**src/rtl/sprite_motion_ctl.sv**
```systemverilog
// sprite_motion_ctl: moves the player sprite once per frame (jump/fall physics
// and clamped left/right steps) and overlays the sprite ROM onto the incoming
// background pixel through a two-stage pipeline with colour-key transparency.
module sprite_motion_ctl #(
   parameter int          X_INIT      = 350,
   parameter int          Y_FLOOR     = 370,
   parameter int          Y_TOP       = 220,
   parameter int          X_MIN       = 0,
   parameter int          X_MAX       = 960,
   parameter int          JUMP_VEL    = 12,
   parameter int          GRAVITY     = 1,
   parameter int          VMAX_FALL   = 12,
   parameter int          H_STEP      = 2,
   parameter int          SPRITE_W    = 64,
   parameter int          SPRITE_H    = 64,
   parameter int          ADDR_W      = 12,
   parameter logic [11:0] TRANSPARENT = 12'hF0F
) (
   input  logic              clk,
   input  logic              rst_n,
   input  logic              v_tick,
   input  logic              jump_btn,
   input  logic              left_btn,
   input  logic              right_btn,
   input  logic [11:0]       hcount,
   input  logic [11:0]       vcount,
   input  logic [11:0]       rgb_in,
   output logic [ADDR_W-1:0] rom_addr,
   input  logic [11:0]       rom_data,
   output logic [11:0]       rgb_out,
   output logic [11:0]       xpos,
   output logic [11:0]       ypos,
   output logic              airborne
);

   typedef enum logic [1:0] {GROUND = 2'd0, RISE = 2'd1, FALL = 2'd2} state_t;

   localparam logic signed [12:0] Y_TOP_S   = 13'(Y_TOP);
   localparam logic signed [12:0] Y_FLOOR_S = 13'(Y_FLOOR);
   localparam logic signed [12:0] X_MIN_S   = 13'(X_MIN);
   localparam logic signed [12:0] X_MAX_S   = 13'(X_MAX);
   localparam logic signed [12:0] H_STEP_S  = 13'(H_STEP);
   localparam logic signed [8:0]  GRAV_S    = 9'(GRAVITY);
   localparam logic signed [8:0]  VMAX_S    = 9'(VMAX_FALL);
   localparam logic signed [7:0]  JUMP_S    = 8'(JUMP_VEL);

   state_t             state_q, state_d;
   logic signed [7:0]  vel_q, vel_d;
   logic [11:0]        x_q, x_d, y_q, y_d;
   logic               armed_q, armed_d;
   logic               air_q;
   logic               v_tick_q;
   logic               frameTick;
   logic               launch;
   logic signed [12:0] x13, y13, vel13, yUp, yDown, xLeft, xRight;
   logic signed [8:0]  velRise, velFall;

   logic               inBox;
   logic [11:0]        dx, dy;
   logic [ADDR_W-1:0]  rom_addr_d, rom_addr_q;
   logic               inBox_q;
   logic [11:0]        rgbIn_q, rgbOut_q;

   assign frameTick = v_tick & ~v_tick_q;
   assign launch    = (state_q == GROUND) && jump_btn && armed_q;

   // Widen position and speed by one bit so step/clamp arithmetic cannot wrap
   assign x13     = $signed({1'b0, x_q});
   assign y13     = $signed({1'b0, y_q});
   assign vel13   = $signed({{5{vel_q[7]}}, vel_q});
   assign yUp     = y13 - vel13;
   assign yDown   = y13 + vel13;
   assign xLeft   = x13 - H_STEP_S;
   assign xRight  = x13 + H_STEP_S;
   assign velRise = $signed({vel_q[7], vel_q}) - GRAV_S;
   assign velFall = $signed({vel_q[7], vel_q}) + GRAV_S;

   // Next motion state for the coming frame update: vertical physics, jump arming, horizontal clamp
   always_comb begin
      state_d = state_q;
      vel_d   = vel_q;
      y_d     = y_q;
      x_d     = x_q;
      armed_d = armed_q;

      case (state_q)
         GROUND: begin
            if (launch) begin
               state_d = RISE;
               vel_d   = JUMP_S;
            end
         end
         RISE: begin
            if (yUp <= Y_TOP_S) begin
               y_d     = 12'(Y_TOP);
               vel_d   = 8'sd0;
               state_d = FALL;
            end else begin
               y_d = yUp[11:0];
               if (velRise <= 9'sd0) begin
                  vel_d   = 8'sd0;
                  state_d = FALL;
               end else begin
                  vel_d = velRise[7:0];
               end
            end
         end
         FALL: begin
            if (yDown >= Y_FLOOR_S) begin
               y_d     = 12'(Y_FLOOR);
               vel_d   = 8'sd0;
               state_d = GROUND;
            end else begin
               y_d   = yDown[11:0];
               vel_d = (velFall > VMAX_S) ? VMAX_S[7:0] : velFall[7:0];
            end
         end
         default: begin
            state_d = GROUND;
            vel_d   = 8'sd0;
         end
      endcase

      if (!jump_btn) begin
         armed_d = 1'b1;
      end else if (launch) begin
         armed_d = 1'b0;
      end

      if (left_btn && !right_btn) begin
         x_d = (xLeft < X_MIN_S) ? 12'(X_MIN) : xLeft[11:0];
      end else if (right_btn && !left_btn) begin
         x_d = (xRight > X_MAX_S) ? 12'(X_MAX) : xRight[11:0];
      end
   end

   // Motion registers: tick edge detect every cycle, everything else only on a frame update
   always_ff @(posedge clk) begin
      if (!rst_n) begin
         v_tick_q <= 1'b0;
         state_q  <= GROUND;
         vel_q    <= 8'sd0;
         x_q      <= 12'(X_INIT);
         y_q      <= 12'(Y_FLOOR);
         armed_q  <= 1'b1;
         air_q    <= 1'b0;
      end else begin
         v_tick_q <= v_tick;
         if (frameTick) begin
            state_q <= state_d;
            vel_q   <= vel_d;
            x_q     <= x_d;
            y_q     <= y_d;
            armed_q <= armed_d;
            air_q   <= (state_d != GROUND);
         end
      end
   end

   // Sprite hit test and ROM address from the live position registers
   assign inBox = (hcount >= x_q) && ({1'b0, hcount} < ({1'b0, x_q} + 13'(SPRITE_W))) &&
                  (vcount >= y_q) && ({1'b0, vcount} < ({1'b0, y_q} + 13'(SPRITE_H)));
   assign dx = hcount - x_q;
   assign dy = vcount - y_q;
   assign rom_addr_d = inBox ? (ADDR_W'(dy) * ADDR_W'(SPRITE_W) + ADDR_W'(dx)) : '0;

   // Pixel pipeline: stage 1 issues the ROM address, stage 2 keys ROM data over the background
   always_ff @(posedge clk) begin
      if (!rst_n) begin
         rom_addr_q <= '0;
         inBox_q    <= 1'b0;
         rgbIn_q    <= 12'h000;
         rgbOut_q   <= 12'h000;
      end else begin
         rom_addr_q <= rom_addr_d;
         inBox_q    <= inBox;
         rgbIn_q    <= rgb_in;
         rgbOut_q   <= (inBox_q && (rom_data != TRANSPARENT)) ? rom_data : rgbIn_q;
      end
   end

   assign rom_addr = rom_addr_q;
   assign rgb_out  = rgbOut_q;
   assign xpos     = x_q;
   assign ypos     = y_q;
   assign airborne = air_q;

endmodule
```
**config.mk**
```make
export PLATFORM = sky130hd
export DESIGN_NAME = sprite_motion_ctl
export DESIGN_NICKNAME = d
export VERILOG_FILES = /design/src/rtl/sprite_motion_ctl.sv
export SDC_FILE = /design/constraint.sdc
export NUM_CORES = 1
export LEC_CHECK = 0
export BUFFER_PORTS_ARGS = -buffer_cell sky130_fd_sc_hd__buf_4
export CORE_UTILIZATION = 49
export CTS_CLUSTER_SIZE = 25
export DETAILED_ROUTE_END_ITERATION = 16
export MAX_ROUTING_LAYER = met4
export PLACE_DENSITY = 0.78
export SYNTH_ARGS = -nofsm -noshare
export SYNTH_HDL_FRONTEND = slang
export SYNTH_SLANG_ARGS = --single-unit
```
**constraint.sdc**
```tcl
create_clock -name clk -period 4 [get_ports clk]
set_input_delay 0.8 -clock clk [delete_from_list [all_inputs] [get_ports clk]]
set_output_delay 0.8 -clock clk [all_outputs]
set_load 0.01 [all_outputs]
```
# Yosys cells after proc, flatten, opt, wreduce, memory -nomap -nowiden
# Index checks and enable logic that the tools add are counted.
op_classes:
  add_sub_neg: 11
  magnitude_cmp: 10
  eq_ne: 5
  n_mux: 21
  bitwise_logic: 2
  reduce_logical: 19
ops:
  columns: ["cell", "count"]
  rows:
  - ["12-bit two-way mux", 7]
  - ["8-bit two-way mux", 5]
  - ["12-bit by 7-bit adder with 13-bit output, second input constant", 2]
  - ["12-bit by 13-bit < comparator with 1-bit output", 2]
  - ["12-bit greater-or-equal comparator", 2]
  - ["12-bit case mux with 2 select lines", 1]
  - ["8-bit case mux with 3 select lines", 1]
  - ["12-bit by 2-bit adder with 13-bit output, second input constant", 1]
  - ["13-bit by 8-bit adder with 13-bit output", 1]
  - ["13-bit by 10-bit greater-or-equal comparator with 1-bit output, second input constant", 1]
  - ["13-bit by 11-bit > comparator with 1-bit output, second input constant", 1]
  - ["13-bit by 9-bit <= comparator with 1-bit output, second input constant", 1]
  - ["13-bit by 1-bit < comparator with 1-bit output, second input constant", 1]
  - ["12-bit by 2-bit subtractor with 13-bit output, second input constant", 1]
  - ["13-bit by 8-bit subtractor with 13-bit output", 1]
  - ["12-bit adder", 1]
  - ["12-bit != test, second input constant", 1]
  - ["12-bit subtractor", 1]
  - ["2-bit AND reduction", 5]
  - ["8-bit by 2-bit adder with 9-bit output, second input constant", 1]
  - ["9-bit by 5-bit > comparator with 1-bit output, second input constant", 1]
  - ["9-bit by 1-bit <= comparator with 1-bit output, second input constant", 1]
  - ["8-bit by 2-bit subtractor with 9-bit output, second input constant", 1]
  - ["1-bit logical AND", 8]
  - ["other kinds (13)", 20]
word_totals:
  regBits: 74
  in_bits: 54
  wordCells: 79

# Longest topological paths before layout
depth:
  word_depth: 6
  ltp_mapped: 15
  mapped_depth_nobuf: 15

# Worst setup path after synthesis
# OpenSTA, ideal clock, no wires.
synth_timing:
  path_type: "register -> register"
  start: "register vel_q[0]"
  end: "register vel_q[7]"
  setup_time_ns: 0.091
  arrival_ns: 3.243
  t_required_ns: 3.909
  setup_slack_ns: 0.667
  stages_incl_launch_ff: 13
  path_buffers: 0
  synth_period_minus_slack_ns: 3.333
  path_cell_list: "dfxtp_1 -> ha_1 -> inv_1 -> fa_1 -> or2_4 -> a211o_1 -> a211o_1 -> and2_4 -> xnor2_2 -> o41ai_4 -> nand3_4 -> a311o_1 -> a311oi_1"
synth_via:
  elab_chain_cells: 5
  word_cells_on_any_way: 13
synth_lines:
  columns: ["item", "line_no", "rtl"]
  rows:
  - ["start, declared", "48", "logic signed [7:0] vel_q, vel_d;"]
  - ["start signal, assigned", "151", "vel_q <= vel_d;"]
  - ["branches (longest 4 deep; another with 13-bit by 8-bit adder with 13-bit output)", null, null]
  - ["8-bit case mux with 3 select lines *", "86", "case (state_q)"]
# Every way passes the cells marked *.
# A chain may end at the register's enable or synchronous reset.

# Worst setup path in the final report
layout_timing:
  start: "register vel_q[1]"
  end: "register vel_q[7]"
# The elaborated chain is that of the path after synthesis.

==> results.md <==
* Via Count at 6554
* Post-synthesis sequential area ratio at between 20% and 30%
* CTS root buffer: clkbuf_16
* CTS Buf Count at 9
* Largest area contributor in the netlist: dfxtp_1
* Share of the synthesized area in the top cell type at a little over a fifth
* DRC at 0
* Setup Skew at ~13 ps
* Yosys warning total at 0
* Tightest Pin Transition at ~780 ps
* Slew Viols, Final at 0
* Fmax at 270 MHz
* Initial core utilization at 51.0%
* Setup-failing EPs final at 0
* Commonest non-fill, non-tap cell in the layout: buf_4
* Type of origin of the critical path: flop
* Run status: complete, no violations
* Antenna violations before repair at 0
* Period utilisation layout at 92.5%
* Synth cell types at 87
* Die height at around 120 um
* Hold Slack at between 400 and 500 ps
* HP Class: reg -> reg
* Nets at about 1100
* I/O Pins at 103
* GR Overflow Total at 0
* Crit. End Element: flop
* Leakage at between 0.003 and 0.004 uW
* Critical Path AT at 3950 ps
* Global-route wire length before repair at just under 30000 um
* Floorplan core area at 13400 um2
* Via density at slightly below 6
* Post CTS Setup Buffer Count at 0
* ANT cells at 0
* Power per Cell Area at a little under 300 nW/um2
* # port buffers at between 100 and 150
* CTS max path bufs at 2
* Fin crit period at ~3700 ps
* Clk sinks at 73
* Die area at between 10000 and 15000 um2
* Async S/R FF share, synth at 0%
* WS Path Type: reg -> reg
* Clock power frac at between 30% and 40%
* Final wirelength at 18200 um
* Final hold violations at 0
* H-tree Lvls at 3
* Top FF cell, synth: dfxtp_1
* Rows at 42
* Sw frac at roughly a third
* Setup TNS at 0 ps
* Req. time, crit path at 4250 ps
* Psw at just over 800 uW
* Clock Latency Late Sink at 350 ps
* Most frequent cells in the layout: 117 x buf_4, 83 x ha_1, 75 x inv_1
* Hold Buf Count CTS at 0
* 1st-iter DRT viols at about 640
* Crit Path Max Fanout at 8
* Ranking of synthesized cells by area: dfxtp_1 21%, ha_1 15%, a21oi_1 4.6%
* Int Pwr at between 1500 and 2000 uW
* Gr usage total at between 20% and 30%
* Placer Congestion at around 0.96
* Hpwl dp at between 10000 and 15000 um
* RSZ-0062 raised after global routing: false
* Filler cells at about 1200
* Flop pwr share at 34.2%
* Post-Synthesis Cell Area at roughly 6800 um2
* CTS tree: done
* Layout cell share with drive strength beyond 1 at approximately 17%
* Comb pwr share at approximately a third
* Largest net degree at the start of global routing at 22
* Peak VDD IR at between 0.2 and 0.25 mV
* Die width at between 100 and 150 um
* Syn Inst Count at between 800 and 900
* Syn Area/Cell at roughly 8.2 um2
* Area growth syn-to-layout at 17.2%
* Reg clk slew, reported paths at approximately 70 ps
* Remaining antenna violation count after routing at 0
* Vias in the first global route at approximately 6000
* Slew margin rel. at a little under half
* WL per Instance at around 16 um
* DRT Pass-1 Iters at 7
* Max cap viols at 0
* Seq cells post-synth at 73
* Post-synth EDFFs at 0
## path summary, 6_finish.rpt
kind	endpoint	depth (start not counted)	slack (ps)	start
setup reg to reg	vel_q[7]$_SDFFE_PN0P_	11	300	vel_q[1]$_SDFFE_PN0P_
setup / recovery	vel_q[7]$_SDFFE_PN0P_	11	300	vel_q[1]$_SDFFE_PN0P_
hold reg to reg	rgb_out[5]$_SDFF_PN0_	2	440	rgbIn_q[5]$_SDFF_PN0_
hold / removal	rgb_out[5]$_SDFF_PN0_	2	440	rgbIn_q[5]$_SDFF_PN0_
## cells by family (layout without fill, tap and decap cells)
family | after synthesis | after routing | share of synthesized area [%]
compound gates | 255 | 255 | 25.9
xor+xnor | 41 | 41 | 5.48
fa+ha+maj | 97 | 97 | 19.3
buf+inv | 113 | 208 | 7.36
flops | 73 | 73 | 21.4
mux | 14 | 14 | 2.07
other cells | 2 | 3 | 0.110
simple gates | 240 | 240 | 18.3
## metrics by stage
step	setup WS (ps)	cell area (um2)	utilization, %	power [uW]	instances
3_3_place_gp	315	7720	57.6	1530	1091
5_1_grt	23.4	8010	59.7	2450	1107
2_1_floorplan	667	6840	-	1330	836
3_5_place_dp	299	7720	57.6	1540	1091
6_report	301	8010	59.7	2330	1107
4_1_cts	277	8000	59.7	2320	1107
## synth_stat cells (19+ instances only)
library cell  number
and2_1            19
xnor2_1           30
nand2_1           45
clkbuf_1          25
o21ai_0           43
ha_1              83
a21oi_1           63
dfxtp_1           73
nor2_1            58
nor3_1            26
nand3_1           23
inv_1             75
## critical path, cell delays in order, from the launching register on
cell and delay [ps]:
dfxtp_1 500, inv_1 220, fa_1 480, or2_4 280, a211o_1 320, a211o_1 310
and2_4 150, xnor2_2 150, o41ai_4 420, nand3_4 170, a311o_1 360, a311oi_1 250
## power by group through the flow
stage | registers (uW) | clock network (uW) | logic, uW
2_1_floorplan | 808 | 0 | 517
3_3_place_gp | 811 | 0 | 718
3_5_place_dp | 811 | 0 | 729
4_1_cts | 795 | 790 | 735
5_1_grt | 800 | 830 | 820
6_report | 796 | 787 | 742
## per-layer routing
metal	GRT usage [%]	wire [um]	part of all wire, %	vias up
met5	-	0	0	-
met4	9.38	451	2.5	0
met3	3.56	1230	6.8	35
met2	42.5	8370	46	263
met1	33.2	8130	45	3048
li1	-	-	-	3208
## state kept, by name (all words and copies together), names as in the netlist, 2 cells and up
name and cells:
rom_addr 12, state_q 2, rgbIn_q 12, ypos 12
rgb_out 12, xpos 11, vel_q 8
## layout make-up
| class | count | area, um2 | share of cell area (%) |
|---|---|---|---|
| Multi-Input combinational cell | 650 | 4880 | 60.9 |
| Sequential cell | 73 | 1460 | 18.3 |
| Clock inverter | 7 | 60.1 | 0.750 |
| Inverter | 75 | 282 | 3.52 |
| Clock buffer | 9 | 225 | 2.81 |
| Timing Repair Buffer | 117 | 878 | 11.0 |
| Tap cell | 176 | 220 | 2.75 |
## timing repair
| action | CTS | global route |
|---|---|---|
| endpoints found under the setup margin | 0 | 3 |
| gates resized for setup | 0 | 3 |
| hold endpoints to repair | 0 | 0 |
Note: power is estimated with default switching activity, not from simulation.
